===== config.mk =====
export PLATFORM = sky130hd
export DESIGN_NAME = rom_loader
export DESIGN_NICKNAME = d
export VERILOG_FILES = /design/src/rtl/rom_loader.sv
export SDC_FILE = /design/constraint.sdc
export NUM_CORES = 1
export LEC_CHECK = 0
export ABC_CLOCK_PERIOD_IN_PS = 3900
export BUFFER_PORTS_ARGS = -buffer_cell sky130_fd_sc_hd__buf_2
export CORE_MARGIN = 5
export CORE_UTILIZATION = 53
export CTS_CLUSTER_SIZE = 12
export DETAILED_ROUTE_END_ITERATION = 12
export HOLD_SLACK_MARGIN = 0.03
export PLACE_DENSITY = 0.79
export SLEW_MARGIN = 20
export SYNTH_ARGS = -nofsm -noshare
export SYNTH_HDL_FRONTEND = slang
export SYNTH_SLANG_ARGS = --single-unit

===== constraint.sdc =====
create_clock -name clk -period 3.9 [get_ports clk]
set_input_delay 0.195 -clock clk [delete_from_list [all_inputs] [get_ports clk]]
set_output_delay 0.195 -clock clk [all_outputs]
set_load 0.01 [all_outputs]

===== src/rtl/rom_loader.sv =====
// rtl/rom_loader.sv - framed byte-stream boot loader writing 32-bit words into the instruction ROM
// Frame: MAGIC, len_lo, len_hi, 4*N data bytes (LSB first), 8-bit additive checksum.
module rom_loader #(
   parameter logic [31:0] BASE_ADDR   = 32'h0000_0000,
   parameter int          MAX_WORDS   = 512,
   parameter logic [7:0]  MAGIC       = 8'hA5,
   parameter int          TIMEOUT_CYC = 1_000_000
) (
   input  logic        clk,
   input  logic        rst,
   input  logic        rx_valid_i,
   input  logic [7:0]  rx_data_i,
   output logic        rx_ready_o,
   output logic        we_o,
   output logic [31:0] addr_o,
   output logic [31:0] data_o,
   output logic        cpu_hold_o,
   output logic        busy_o,
   output logic        done_o,
   output logic        err_o
);

   localparam int TW = $clog2(TIMEOUT_CYC + 1);

   typedef enum logic [2:0] {
      S_IDLE, S_LEN0, S_LEN1, S_DATA, S_CHK, S_DONE, S_ERR
   } state_t;

   state_t         state_q, state_d;
   logic [15:0]    len_q, len_d;
   logic [15:0]    word_idx_q, word_idx_d;
   logic [7:0]     sum_q, sum_d;
   logic [1:0]     byte_cnt_q, byte_cnt_d;
   logic [23:0]    shift_q, shift_d;
   logic [TW-1:0]  timer_q, timer_d;
   logic           we_q, we_d;
   logic [31:0]    addr_q, addr_d;
   logic [31:0]    data_q, data_d;
   logic           accept;
   logic           in_frame;

   assign rx_ready_o = 1'b1;
   assign accept     = rx_valid_i & rx_ready_o;
   assign in_frame   = (state_q == S_LEN0) || (state_q == S_LEN1) ||
                       (state_q == S_DATA) || (state_q == S_CHK);

   always_comb begin
      state_d    = state_q;
      len_d      = len_q;
      word_idx_d = word_idx_q;
      sum_d      = sum_q;
      byte_cnt_d = byte_cnt_q;
      shift_d    = shift_q;
      timer_d    = '0;
      we_d       = 1'b0;
      addr_d     = addr_q;
      data_d     = data_q;

      case (state_q)
         S_LEN0: if (accept) begin
            len_d[7:0] = rx_data_i;
            sum_d      = sum_q + rx_data_i;
            state_d    = S_LEN1;
         end
         S_LEN1: if (accept) begin
            len_d[15:8] = rx_data_i;
            sum_d       = sum_q + rx_data_i;
            if ({rx_data_i, len_q[7:0]} > 16'(MAX_WORDS))
               state_d = S_ERR;
            else if ({rx_data_i, len_q[7:0]} == 16'd0)
               state_d = S_CHK;
            else
               state_d = S_DATA;
         end
         S_DATA: if (accept) begin
            sum_d      = sum_q + rx_data_i;
            byte_cnt_d = byte_cnt_q + 2'd1;
            if (byte_cnt_q == 2'd3) begin
               we_d       = 1'b1;
               addr_d     = BASE_ADDR + {14'd0, word_idx_q, 2'b00};
               data_d     = {rx_data_i, shift_q};
               word_idx_d = word_idx_q + 16'd1;
               if (word_idx_q == len_q - 16'd1)
                  state_d = S_CHK;
            end else begin
               shift_d[{byte_cnt_q, 3'b000} +: 8] = rx_data_i;
            end
         end
         S_CHK: if (accept) begin
            state_d = (rx_data_i == sum_q) ? S_DONE : S_ERR;
         end
         default: if (accept && rx_data_i == MAGIC) begin
            state_d    = S_LEN0;
            sum_d      = 8'd0;
            word_idx_d = 16'd0;
            byte_cnt_d = 2'd0;
         end
      endcase

      // Idle-gap watchdog; only runs when no byte arrives, so it never races an accept.
      if (in_frame && !accept) begin
         if (timer_q == TW'(TIMEOUT_CYC - 1))
            state_d = S_ERR;
         else
            timer_d = timer_q + TW'(1);
      end
   end

   always_ff @(posedge clk or posedge rst) begin
      if (rst) begin
         state_q    <= S_IDLE;
         len_q      <= '0;
         word_idx_q <= '0;
         sum_q      <= '0;
         byte_cnt_q <= '0;
         shift_q    <= '0;
         timer_q    <= '0;
         we_q       <= 1'b0;
         addr_q     <= '0;
         data_q     <= '0;
      end else begin
         state_q    <= state_d;
         len_q      <= len_d;
         word_idx_q <= word_idx_d;
         sum_q      <= sum_d;
         byte_cnt_q <= byte_cnt_d;
         shift_q    <= shift_d;
         timer_q    <= timer_d;
         we_q       <= we_d;
         addr_q     <= addr_d;
         data_q     <= data_d;
      end
   end

   assign we_o       = we_q;
   assign addr_o     = addr_q;
   assign data_o     = data_q;
   assign busy_o     = in_frame;
   assign done_o     = (state_q == S_DONE);
   assign err_o      = (state_q == S_ERR);
   assign cpu_hold_o = in_frame || (state_q == S_ERR);

endmodule


==> flow_summary.ini <==
[setup_path]
reg2reg_slack_ns = 1.33
r2r_start = len_q[0]
cp_slowest_cell = nor4_1
required_ns = 4.18
cp-end-kind = flop
critical_path_buf_inv_count = 0
path_cells = nor4_1, nand4_1, xnor2_1, nor4_1, o2111a_2, o32ai_1
crit_path_max_incr_delay_ns = 0.85
crit_arrival_ns = 2.85
critical_path_class = reg -> reg
critPathTopFamily = simple AND/OR/NAND/NOR gates
start_kind = flop
cp_max_fo = 6
reg2reg_depth = 6
path_common_cell = nor4_1
r2r-end = state_q[0]

[clock_tree]
root_buffer = clkbuf_16
cts_sinks = 138
cts_tree = yes
cts_buffers = 17
clkTransAtPathRegs_ns = 0.06
cts_hold_buffers = 0
clkLatencyLatePin_ns = 0.42
post_cts_buffers = 0
htree_levels = 4
cts_buffer_depth = 2
post_cts_resized = 0

[final_layout]
final_util_pct = 62.99
insertedDiodeCount = 0
drive_gt1_share_pct = 14.93
synthToLayoutAreaGrowth_pct = 15.24
final_nets = 851

[global_route]
met2_usage_pct = 34.16
groute.usage.overall_pct = 20.98
grt_pass1_vias = 5337
met3_usage_pct = 5.660
grt_pass1_wl_um = 26530
use_met1_pct = 27.16
overflow = 0
grt_antenna_before_repair = 0
busiest_layer = met2
grt_max_degree = 121

[synth]
ys_ff_latch = 138
synth_top_area_share_pct = 49.66
synthDistinctLibCells = 61
avgSynthCellArea_um2 = 9.043
netlist_instances = 769
synth-warning-count = 0
yosysMostFrequentCell = nand2_1
async_flop_share_pct = 100.0
synth_top_area_cell = dfrtp_1
synth_flop_cell = dfrtp_1
synth_top_cells_by_count = 214 x nand2_1, 138 x dfrtp_1, 50 x nor2_1
synth_edf_count = 0
yosysSeqAreaShare_pct = 49.66
netlist_area_um2 = 6954
synth.area.top_cells = dfrtp_1 50%, nand2_1 12%, xnor2_1 3.4%

[sta]
max-slew-margin-rel_pct = 35.41
fmax_ghz = 0.3886
holdWs_ns = -0.06670
slew_violations = 0
finalCritPeriodShare_pct = 65.99
finalClockSkew_ns = 0.008407
period_minus_slack_ns = 2.574
finalHoldViolCount = 113
setup_viol = 0
setup_tns_ns = 0
tightestPinTransition_ns = 0.9600
rsz0062_at_grt = no

[floorplan]
core_um2 = 12720
ios = 81
die_w_um = 124.5
die_h_um = 124.5
die_area_um2 = 15510
rows = 41
initial_core_util_pct = 54.66

[pwr]
p_int_mw = 3.643
p_comb_share_pct = 26.9
seq_power_share_pct = 40.5
power_switching_mw = 1.826
ir_worst_vdd_v = 0.0003402
p_per_area_nw_per_um2 = 682.3
clkPwrFrac_pct = 32.6
power.share.switching_pct = 33.38
cellLeakagePower_nw = 3.901

[flow_run]
max-cap-violations = 0

[placed_design]
io_buffers = 63
gp_congestion = 0.9248
dpl.hpwl_um = 10330

[run_status]
failed_checks = hold timing
status = complete, but fails checks

[routing]
wl_per_cell_um = 15.64
vias_per_cell = 5.456
firstDrtPassIters = 5
dr.first_iter.drc_count = 372
drc = 0
ant_nets = 0
wl_um = 15780
vias = 5505

[min_path]
hp-class = in -> async
-- per-layer routing --
| layer | vias up | wire, µm | share of wire [%] |
|---|---|---|---|
| li1 | 2678 | - | - |
| met1 | 2625 | 7087 | 45 |
| met2 | 179 | 7432 | 47 |
| met3 | 23 | 993 | 6.3 |
| met4 | 0 | 270 | 1.7 |
| met5 | - | 0 | 0 |
-- worst max-delay path by stage --
stage	startpoint	endpoint	depth (start not counted)
global placement	state_q[1]	state_q[0]	6
global route	len_q[0]	state_q[0]	6
finish	len_q[0]	state_q[0]	6
detailed placement	state_q[1]	state_q[0]	6
CTS	len_q[0]	state_q[0]	6
floorplan	rst	addr_o[10]	1
-- layout make-up --
class,count,area [µm²]
sequential,138,3453
multi-input combinational,575,3229
clock buffer,19,442.9
clock inverter,13,215.2
tap,172,215.2
inverter,22,90.09
timing repair buffer,70,367.9
fill,1081,4708
-- cells in the final DEF (no fill, tap or decap), drive strengths merged, types with 3 or more instances in the layout --
| cell type | instances |
|---|---|
| a21oi | 13 |
| a22o | 4 |
| and2 | 5 |
| and3 | 3 |
| buf | 70 |
| bufinv | 5 |
| clkbuf | 19 |
| clkinvlp | 4 |
| conb | 17 |
| dfrtp | 138 |
| ha | 15 |
| inv | 24 |
| mux2 | 12 |
| nand2 | 214 |
| nand2b | 5 |
| nand3 | 19 |
| nand3b | 3 |
| nand4 | 18 |
| nor2 | 51 |
| nor2b | 5 |
| nor3 | 21 |
| nor3b | 7 |
| nor4 | 11 |
| o21a | 3 |
| o21ai | 49 |
| o31ai | 3 |
| o32ai | 3 |
| or3 | 4 |
| or4 | 3 |
| xnor2 | 27 |
| xor2 | 27 |
-- stage by stage --
stage               hold slack (ns)  setup WS [ns]  instance area [µm²]  power, mW  cells
finish                     -0.06670          1.326                 8014      5.468   1009
global route                0.03430          1.200                 8014      5.808   1009
CTS                         0.07981          1.417                 8011      5.499   1009
detailed placement           0.4519          1.470                 7353      3.686    977
global placement             0.4493          1.483                 7353      3.624    977
floorplan                    0.3004       0.008836                 7010      3.210    784
-- flip-flops by register name, indices dropped and copies added (netlist names) --
signal	cells
data_o	32
byte_cnt_q	2
addr_o	16
state_q	3
timer_q	20
we_o	1
word_idx_q	16
sum_q	8
shift_q	24
len_q	16
-- cell families after synthesis --
group / synth area share, %
compound gates: 8.708
xor+xnor: 6.801
fa+ha+maj: 2.987
buf+inv: 4.858
flops: 49.66
mux: 2.087
other cells: 0.1080
simple gates: 24.79
-- power by group through the flow --
stage / registers (mW) / logic (mW) / clock network (mW)
after global placement: 2.21 / 1.42 / 0
final: 2.22 / 1.47 / 1.78
after CTS: 2.21 / 1.48 / 1.81
after detailed placement: 2.23 / 1.45 / 0
after floorplan: 2.23 / 0.979 / 0
after global routing: 2.28 / 1.66 / 1.87
Note: power is estimated with default switching activity, not from simulation.
